File: src/rtl/acq_scheduler.sv
// Acquisition search scheduler: sweeps code shifts and doppler groups over a
// tracking channel and keeps the strongest early/prompt/late correlation seen.
module acq_scheduler #(
  parameter int                DOPP_W  = 16,
  parameter int                CS_W    = 11,
  parameter int                I2Q2_W  = 32,
  parameter logic [DOPP_W-1:0] DBI     = 16'd100,
  parameter int                TIMEOUT = 2**20
) (
  input  logic              clk,
  input  logic              reset,
  input  logic              start,
  input  logic              abort,
  input  logic [4:0]        prn_in,
  input  logic [DOPP_W-1:0] dopp_start,
  input  logic [DOPP_W-1:0] dopp_step,
  input  logic [7:0]        num_groups,
  input  logic [CS_W-1:0]   cs_step,
  input  logic [CS_W-1:0]   cs_last,
  input  logic [I2Q2_W-1:0] threshold,
  output logic              chan_reset,
  output logic [4:0]        chan_prn,
  output logic [DOPP_W-1:0] chan_doppler,
  output logic              seek_en,
  output logic [CS_W-1:0]   seek_target,
  input  logic [CS_W-1:0]   code_shift,
  input  logic              i2q2_valid,
  input  logic [I2Q2_W-1:0] i2q2_early,
  input  logic [I2Q2_W-1:0] i2q2_prompt,
  input  logic [I2Q2_W-1:0] i2q2_late,
  output logic              busy,
  output logic              done,
  output logic              found,
  output logic              timeout_err,
  output logic [I2Q2_W-1:0] best_i2q2,
  output logic [DOPP_W-1:0] best_doppler,
  output logic [CS_W-1:0]   best_cs
);

  localparam int               CNT_W    = $clog2(TIMEOUT + 1);
  localparam logic [CNT_W-1:0] CNT_LAST = CNT_W'(TIMEOUT - 1);

  localparam logic [2:0] S_IDLE   = 3'd0;
  localparam logic [2:0] S_SETUP  = 3'd1;
  localparam logic [2:0] S_SEEK   = 3'd2;
  localparam logic [2:0] S_DWELL  = 3'd3;
  localparam logic [2:0] S_EVAL   = 3'd4;
  localparam logic [2:0] S_NEXT   = 3'd5;
  localparam logic [2:0] S_FINISH = 3'd6;

  logic [2:0]        state_q, state_d;
  logic [7:0]        grp_q, grp_d, ng_q, ng_d;
  logic [CS_W-1:0]   cs_q, cs_d, cs_step_q, cs_step_d, cs_last_q, cs_last_d;
  logic [DOPP_W-1:0] dstep_q, dstep_d;
  logic [I2Q2_W-1:0] thr_q, thr_d;
  logic [CNT_W-1:0]  cnt_q, cnt_d;
  logic [I2Q2_W-1:0] e_q, e_d, p_q, p_d, l_q, l_d;
  logic [4:0]        prn_q, prn_d;
  logic [DOPP_W-1:0] dopp_q, dopp_d;
  logic [CS_W-1:0]   seek_target_q;
  logic [I2Q2_W-1:0] best_i2q2_q, best_i2q2_d;
  logic [DOPP_W-1:0] best_dopp_q, best_dopp_d;
  logic [CS_W-1:0]   best_cs_q, best_cs_d;
  logic              found_q, found_d, found_hold_s;
  logic              timeout_q, timeout_d;
  logic              busy_q, done_q, chan_reset_q, seek_en_q;

  logic [I2Q2_W-1:0] sel_val_s;
  logic [DOPP_W-1:0] sel_dopp_s;
  logic [CS_W:0]     cs_sum_s;
  logic [8:0]        grp_inc_s;

  // Tap selection: prompt wins every tie, early beats late on a tie
  always_comb begin
    sel_val_s  = p_q;
    sel_dopp_s = dopp_q;
    if ((e_q > p_q) && (e_q >= l_q)) begin
      sel_val_s  = e_q;
      sel_dopp_s = dopp_q + DBI;
    end else if ((l_q > p_q) && (l_q > e_q)) begin
      sel_val_s  = l_q;
      sel_dopp_s = dopp_q - DBI;
    end else begin
      sel_val_s  = p_q;
      sel_dopp_s = dopp_q;
    end
  end

  // Extra carry bit exposes code-shift overflow when stepping past the top
  always_comb begin
    cs_sum_s  = {1'b0, cs_q} + {1'b0, cs_step_q};
    grp_inc_s = {1'b0, grp_q} + 9'd1;
  end

  // Search sequencing and next-state values for all latched context
  always_comb begin
    state_d      = state_q;
    grp_d        = grp_q;
    ng_d         = ng_q;
    cs_d         = cs_q;
    cs_step_d    = cs_step_q;
    cs_last_d    = cs_last_q;
    dstep_d      = dstep_q;
    thr_d        = thr_q;
    cnt_d        = cnt_q;
    e_d          = e_q;
    p_d          = p_q;
    l_d          = l_q;
    prn_d        = prn_q;
    dopp_d       = dopp_q;
    best_i2q2_d  = best_i2q2_q;
    best_dopp_d  = best_dopp_q;
    best_cs_d    = best_cs_q;
    timeout_d    = timeout_q;
    found_hold_s = found_q;
    case (state_q)
      S_IDLE: begin
        if (start) begin
          prn_d        = prn_in;
          dopp_d       = dopp_start;
          dstep_d      = dopp_step;
          ng_d         = (num_groups == 8'd0) ? 8'd1 : num_groups;
          cs_step_d    = (cs_step == '0) ? CS_W'(1) : cs_step;
          cs_last_d    = cs_last;
          thr_d        = threshold;
          best_i2q2_d  = '0;
          timeout_d    = 1'b0;
          found_hold_s = 1'b0;
          grp_d        = 8'd0;
          cs_d         = '0;
          state_d      = S_SETUP;
        end else begin
          state_d = S_IDLE;
        end
      end
      S_SETUP: begin
        if (abort) begin
          state_d = S_FINISH;
        end else begin
          cnt_d   = '0;
          state_d = S_SEEK;
        end
      end
      S_SEEK: begin
        if (abort) begin
          state_d = S_FINISH;
        end else if (cnt_q == CNT_LAST) begin
          timeout_d = 1'b1;
          state_d   = S_FINISH;
        end else begin
          cnt_d   = cnt_q + CNT_W'(1);
          state_d = (code_shift == seek_target_q) ? S_DWELL : S_SEEK;
        end
      end
      S_DWELL: begin
        if (abort) begin
          state_d = S_FINISH;
        end else if (cnt_q == CNT_LAST) begin
          timeout_d = 1'b1;
          state_d   = S_FINISH;
        end else if (i2q2_valid) begin
          e_d     = i2q2_early;
          p_d     = i2q2_prompt;
          l_d     = i2q2_late;
          state_d = S_EVAL;
        end else begin
          cnt_d   = cnt_q + CNT_W'(1);
          state_d = S_DWELL;
        end
      end
      S_EVAL: begin
        if (abort) begin
          state_d = S_FINISH;
        end else if (sel_val_s > best_i2q2_q) begin
          best_i2q2_d = sel_val_s;
          best_dopp_d = sel_dopp_s;
          best_cs_d   = cs_q;
          state_d     = S_NEXT;
        end else begin
          state_d = S_NEXT;
        end
      end
      S_NEXT: begin
        if (abort) begin
          state_d = S_FINISH;
        end else if (!cs_sum_s[CS_W] && (cs_sum_s[CS_W-1:0] <= cs_last_q)) begin
          cs_d    = cs_sum_s[CS_W-1:0];
          state_d = S_SETUP;
        end else if (grp_inc_s < {1'b0, ng_q}) begin
          cs_d    = '0;
          grp_d   = grp_inc_s[7:0];
          dopp_d  = dopp_q + dstep_q;
          state_d = S_SETUP;
        end else begin
          cs_d    = '0;
          state_d = S_FINISH;
        end
      end
      S_FINISH: begin
        state_d = S_IDLE;
      end
      default: begin
        state_d = S_IDLE;
      end
    endcase
  end

  // Detection verdict is resolved on the way into FINISH so it lines up with done
  always_comb begin
    found_d = (state_d == S_FINISH) ? (!timeout_d && (best_i2q2_d >= thr_q)) : found_hold_s;
  end

  // State, context and registered outputs
  always_ff @(posedge clk or negedge reset) begin
    if (!reset) begin
      state_q       <= S_IDLE;
      grp_q         <= 8'd0;
      ng_q          <= 8'd0;
      cs_q          <= '0;
      cs_step_q     <= '0;
      cs_last_q     <= '0;
      dstep_q       <= '0;
      thr_q         <= '0;
      cnt_q         <= '0;
      e_q           <= '0;
      p_q           <= '0;
      l_q           <= '0;
      prn_q         <= 5'd0;
      dopp_q        <= '0;
      seek_target_q <= '0;
      best_i2q2_q   <= '0;
      best_dopp_q   <= '0;
      best_cs_q     <= '0;
      found_q       <= 1'b0;
      timeout_q     <= 1'b0;
      busy_q        <= 1'b0;
      done_q        <= 1'b0;
      chan_reset_q  <= 1'b0;
      seek_en_q     <= 1'b0;
    end else begin
      state_q      <= state_d;
      grp_q        <= grp_d;
      ng_q         <= ng_d;
      cs_q         <= cs_d;
      cs_step_q    <= cs_step_d;
      cs_last_q    <= cs_last_d;
      dstep_q      <= dstep_d;
      thr_q        <= thr_d;
      cnt_q        <= cnt_d;
      e_q          <= e_d;
      p_q          <= p_d;
      l_q          <= l_d;
      prn_q        <= prn_d;
      dopp_q       <= dopp_d;
      best_i2q2_q  <= best_i2q2_d;
      best_dopp_q  <= best_dopp_d;
      best_cs_q    <= best_cs_d;
      found_q      <= found_d;
      timeout_q    <= timeout_d;
      busy_q       <= (state_d != S_IDLE);
      done_q       <= (state_d == S_FINISH);
      chan_reset_q <= (state_d == S_SETUP);
      seek_en_q    <= (state_d == S_SEEK);
      if (state_d == S_SEEK) begin
        seek_target_q <= cs_d;
      end
    end
  end

  assign chan_reset   = chan_reset_q;
  assign chan_prn     = prn_q;
  assign chan_doppler = dopp_q;
  assign seek_en      = seek_en_q;
  assign seek_target  = seek_target_q;
  assign busy         = busy_q;
  assign done         = done_q;
  assign found        = found_q;
  assign timeout_err  = timeout_q;
  assign best_i2q2    = best_i2q2_q;
  assign best_doppler = best_dopp_q;
  assign best_cs      = best_cs_q;

endmodule

File: config.mk
export PLATFORM = sky130hd
export DESIGN_NAME = acq_scheduler
export DESIGN_NICKNAME = d
export VERILOG_FILES = /design/src/rtl/acq_scheduler.sv
export SDC_FILE = /design/constraint.sdc
export NUM_CORES = 1
export LEC_CHECK = 0
export ABC_AREA = 0
export BUFFER_PORTS_ARGS = -buffer_cell sky130_fd_sc_hd__buf_2
export CORE_ASPECT_RATIO = 0.8
export CORE_UTILIZATION = 58
export DETAILED_ROUTE_END_ITERATION = 7
export PLACE_DENSITY = 0.9
export RECOVER_POWER = 50
export SETUP_SLACK_MARGIN = 0.05
export SLEW_MARGIN = 20
export SYNTH_ARGS = -nofsm -noshare
export SYNTH_HDL_FRONTEND = slang
export SYNTH_SLANG_ARGS = --single-unit
File: constraint.sdc
create_clock -name clk -period 8.5 [get_ports clk]
set_input_delay 0.425 -clock clk [delete_from_list [all_inputs] [get_ports clk]]
set_output_delay 0.425 -clock clk [all_outputs]
set_load 0.01 [all_outputs]
==> out/metrics.cfg, run 1 <==
[synthesis]
synth_flop_cell = dfrtp_1
synth_edf_count = 0
synth_warnings = 0
postSynthAreaPerCell_sq_um = 9.81
ys_seq_area_share_pct = 41.7
async_flop_share_pct = 100
synthCells = 1921
netlist_area_sq_um = 18900
synth.distinct_cells = 74
ys_ff_latch = 314
synthesis.nets = 2342

[min_path]
hold_start = dopp_step[9]
hp-class = in2reg

[setup_path]
startpoint = e_q[26]
path_max_fanout = 16
reg2reg_slack_ns = 0.67
cp.required_ns = 8.88
slowest_stage = nor4_1
end_kind = flip-flop
r2r-start = e_q[26]
slowest_delay_ns = 0.47
path_class = reg2reg
start_kind = flip-flop
arrival_ns = 8.21
crit_buf_inv = 4
crit_family = compound AO/OA/AOI/OAI gates

[outcome]
status = complete, but fails checks
violations = max-capacitance violations, max-slew violations

[sta]
rsz0062_at_grt = no
worst_pin_slew_ns = 6.10
fmax_mhz = 128
slew_violations = 213
finClkSkew_ns = 0.0159
fin_crit_sh_pct = 92.1
relSlewSlack_pct = -307
period_needed_ns = 7.83
fin_tns_setup_ns = 0
hold_violations = 0
setup_viol = 0

[pwr]
cellLeakagePower_uw = 0.0107
p_per_area_nw_per_um2 = 457
ir_drop_mv = 0.225

[drt]
drtIter0Drc = 1057
postRouteAntennaNets = 0
drc_errors = 0
via_per_inst = 5.93
dr_total_vias = 15800
wl_per_cell_um = 20.1
drtPass1Iterations = 5
drt-total-wl_um = 53800

[finish]
fin_util_pct = 69.1
fill_cells = 2430
areaGrowthSynthToFinish_pct = 16.3
drive_above_1_share_pct = 19.5
area.sequential_sq_um = 7860
final_cell_mix = 314 x dfrtp_1, 241 x nand2_1, 209 x buf_2
final_common_cell = dfrtp_1
fin_nets = 2641
multi_input_area_sq_um = 10100

[grt]
grt.total_usage_pct = 32.8
grt_max_degree = 143
grt_pass1_vias = 15700
grt_pass1_wl_um = 84900
antenna_found_initial = 10
overflow = 0

[clocking]
cts.sinks = 314
cts_made_buffers = 35
ctsLongestPathBuffers = 3
clk_pin_slew_ns = 0.06
clock_latency_ns = 0.52
htree_levels = 2
cts_root_buffer = clkbuf_16
cts_tree = yes

[placed_design]
io_buffers = 307
gp_congestion = 0.914
hpwl_um = 40700

[floorplanning]
initial_core_util_pct = 59.4
die-area_sq_um = 33200
dieWidth_um = 204
die_y_um = 163
row_count = 58
io_pins = 308
core_sq_um = 31700

[job]
max-cap-violations = 3

==> repair_timing <==
action,4_1_cts,5_1_grt
hold buffers,1,0
setup buffers,0,8
pin swaps,1,1
setup endpoints to repair,1,1
resized for setup,0,3
hold endpoints to repair,30,0
cloned,1,0
==> layer usage <==
metal	global-route usage, %	share of wire (%)	vias up
met4	12.7	4.0	2
li1	-	-	7401
met1	45.2	43	7669
met3	4.79	7.1	130
met2	52.5	46	644
met5	0	0.022	-
==> cell families (layout without fill, tap and decap cells) <==
logic type | Yosys count | in the layout | share of synthesized area (%)
other | 0 | 8 | 0
muxes | 161 | 161 | 9.56
and+or+nand+nor | 531 | 532 | 13.0
adders and majority gates | 210 | 210 | 14.0
DFF | 314 | 314 | 41.7
xor gates and xnor gates | 63 | 63 | 2.93
AOI/OAI and AO/OA | 406 | 406 | 13.8
buffers and inverters | 236 | 558 | 5.02
==> cell usage after synthesis (all sizes together), types with 8 or more instances <==
master	n	area (sq um)
a22o	46	403
nor2b	17	114
a211oi	10	80.1
nor3	25	125
inv	165	619
a21oi	125	626
nor4	16	106
and4	8	70.1
o21a	8	60.1
xor2	26	228
mux2i	35	350
a21o	23	173
o21ai	120	604
a31oi	9	56.3
nand4	37	238
nand2	241	905
xnor2	37	324
and3	10	62.6
buf	29	170
mux2	126	1450
or3	8	50.1
nand2b	9	56.3
nand3	46	240
ha	208	2600
clkbuf	42	158
a221oi	10	87.6
nor2	98	368
dfrtp	314	7860
==> final timing paths <==
path | endpoint | depth (start not counted)
setup / recovery | found | 32
hold / removal | dstep_q[9] | 3
min in group asynchronous | e_q[13] | 2
hold reg to reg | chan_prn[4] | 2
max in group asynchronous | chan_doppler[1] | 2
setup reg to reg | found | 32
==> state kept, by name, indices dropped and copies added, names as in the netlist, 3 cells and up <==
register and cells:
p_q 32, best_i2q2 32, chan_prn 5, chan_doppler 16, seek_target 11, cs_step_q 11, l_q 32, dstep_q 16
state_q 3, cs_q 11, best_doppler 16, cnt_q 21, best_cs 11, e_q 32, cs_last_q 11, thr_q 32
grp_q 8, ng_q 8
==> cell type report <==
cell class | count | share of cell area (%)
diodes | 8 | 0.0913
clock buffers | 52 | 4.98
clock inverters | 9 | 0.365
inverters | 165 | 2.82
multi-input cells | 1372 | 46.1
flip-flops and latches | 314 | 35.8
well taps | 420 | 2.40
repair buffers | 332 | 7.45
==> worst register-to-register path, delay by kind of cell (launching register included) <==
kind,cells,cell delay [ns]
AO/OA/AOI/OAI,14,2.95
multiplexers,1,0.31
AND/OR/NAND/NOR,10,2.52
buffers and inverters,4,0.59
adder cells (fa/ha/maj),3,0.91
flip-flops,1,0.42
==> stage by stage <==
step                total power (uW)  setup WS, ns  cells  hold slack (ns)  cell area [sq um]
floorplan                       6530          2.21   1921            0.129              18900
CTS                             9910         0.227   2656           0.0750              22000
global route                   10800        0.0818   2672           0.0927              21900
finish                         10000         0.672   2672           0.0924              21900
detailed placement              8280        0.0681   2593            0.462              20800
global placement                7980         0.396   2593            0.457              20800
==> power by group <==
group	total [uW]	switching, uW	internal (uW)
Clock	1550	626	919
Combinational	5800	3410	2380
Sequential	2680	589	2090
Total	10000	4630	5390
No activity file was read; power rests on OpenSTA's default activity.
==> run 2: changes to the inputs <==
GPL_ROUTABILITY_DRIVEN = 0   (was not set)
clock period = 8.45 ns   (was 8.5 ns; I/O delays follow)
==> run 2 against run 1 <==
Against the previous run: the run still ends with max-capacitance violations, max-slew violations left; setup slack lost 0.18 ns; clock power grew 3%; flip-flop and latch count is the same; sequential share of layout area is essentially flat; combinational power grew 0.7%.
==> out/metrics.cfg, run 2 (synthesis gave the netlist of run 1 again) <==
[setup_path]
path_class = reg2reg
start_kind = flip-flop
path_max_fanout = 17
crit_family = compound AO/OA/AOI/OAI gates
end_kind = flip-flop
slowest_stage = o21ai_2
crit_buf_inv = 2
cp.required_ns = 8.83
slowest_delay_ns = 0.65
arrival_ns = 8.34

[clocking]
clk_pin_slew_ns = 0.06
htree_levels = 2
clock_latency_ns = 0.52
ctsLongestPathBuffers = 3
cts_made_buffers = 35
cts_tree = yes
cts_root_buffer = clkbuf_16
cts.sinks = 314

[grt]
grt_pass1_wl_um = 85700
antenna_found_initial = 12
grt_max_degree = 172
overflow = 0
grt.total_usage_pct = 32.9
grt_pass1_vias = 16500

[sta]
layout_setup_ws_ns = 0.496
fmax_mhz = 126
worst_pin_slew_ns = 4.14
slew_violations = 187
rsz0062_at_grt = no
period_needed_ns = 7.95
finClkSkew_ns = 0.0141
hold_violations = 0
relSlewSlack_pct = -176
fin_tns_setup_ns = 0
setup_viol = 0
fin_crit_sh_pct = 94.1

[finish]
fin_nets = 2634
areaGrowthSynthToFinish_pct = 16.3
area.sequential_sq_um = 7860
fill_cells = 2323
final_cell_mix = 314 x dfrtp_1, 241 x nand2_1, 209 x buf_2
multi_input_area_sq_um = 10100
final_common_cell = dfrtp_1
drive_above_1_share_pct = 19.4
fin_area_sq_um = 21900

[pwr]
ir_drop_mv = 0.339
cellLeakagePower_uw = 0.0107
p_per_area_nw_per_um2 = 463

[floorplanning]
die_y_um = 163
die-area_sq_um = 33200
row_count = 58
initial_core_util_pct = 59.4
io_pins = 308
core_sq_um = 31700
dieWidth_um = 204

[outcome]
violations = max-capacitance violations, max-slew violations
status = complete, but fails checks

[placed_design]
io_buffers = 307
hpwl_um = 40500
pre_cts_ws_ns = 0.0970
placed_area_sq_um = 20800

[drt]
postRouteAntennaNets = 0
drtIter0Drc = 1436
dr_total_vias = 16400
drtPass1Iterations = 5
via_per_inst = 6.14
wl_per_cell_um = 20.5
drt-total-wl_um = 54800
drc_errors = 0

[job]
max-cap-violations = 3

[min_path]
hp-class = in2reg

==> run 2: cell types whose count changed in the layout (fill, tap and decap cells not counted), sizes merged <==
cell      previous run  this run
diode                8        10
clkinvlp             4         3
nor2                99        98
clkinv               4         5
clkbuf             152       151
buf                231       225
bufinv               1         3
==> run 2: power breakdown <==
part	switching, uW	internal, uW	total, uW
Sequential	617	2100	2720
Clock	633	971	1600
Combinational	3470	2360	5840
Total	4720	5430	10200
==> run 2: worst paths after layout <==
check / from / to / slack (ns) / cells past startpoint
worst max-delay path: l_q[27] / found / 0.50 / 30
worst min-delay path: prn_in[0] / chan_prn[0] / 0.10 / 3
worst max register to register: l_q[27] / found / 0.50 / 30
worst min register to register: ng_q[0] / ng_q[0] / 0.48 / 2
max in group asynchronous: reset / chan_doppler[14] / 3.06 / 3
min in group asynchronous: reset / l_q[14] / 1.91 / 2
==> run 2: metrics by stage <==
| step | hold WS [ns] | total power [uW] | util [%] | std cells |
|---|---|---|---|---|
| 2_1_floorplan | 0.127 | 6570 | - | 1921 |
| 3_3_place_gp | 0.415 | 7880 | 65.5 | 2593 |
| 3_5_place_dp | 0.425 | 8260 | 65.5 | 2593 |
| 4_1_cts | 0.0828 | 10000 | 69.4 | 2657 |
| 5_1_grt | 0.0968 | 10900 | 69.1 | 2667 |
| 6_report | 0.101 | 10200 | 69.1 | 2668 |
==> run 2: timing repair <==
action | in CTS | in global routing
cloned | 0 | 0
pin swaps | 1 | 0
setup buffers | 1 | 0
resized for setup | 0 | 3
hold buffers | 1 | 0
endpoints found under the hold margin | 72 | 0
setup endpoints to repair | 1 | 1
==> run 2: routing by layer <==
layer  up-vias  GRT usage, %  share of wire, %
li1       7383             -                 -
met1      7863          42.0                39
met2       889          52.3                46
met3       252          7.46               9.5
met4         2          17.7               5.7
met5         -             0             0.031
==> run 2: final cells by class <==
class / instances / share of cell area, %
Inverter: 165 / 2.83
Clock inverter: 11 / 0.645
Clock buffer: 51 / 4.87
Timing Repair Buffer: 326 / 7.20
Multi-Input combinational cell: 1371 / 46.1
Antenna cell: 10 / 0.114
Tap cell: 420 / 2.40
Sequential cell: 314 / 35.8
==> run 2: tightest hold or removal path, delay by kind of cell <==
kind          cells  cell delay (ns)
buf+inv           1             0.07
simple gates      2             0.08
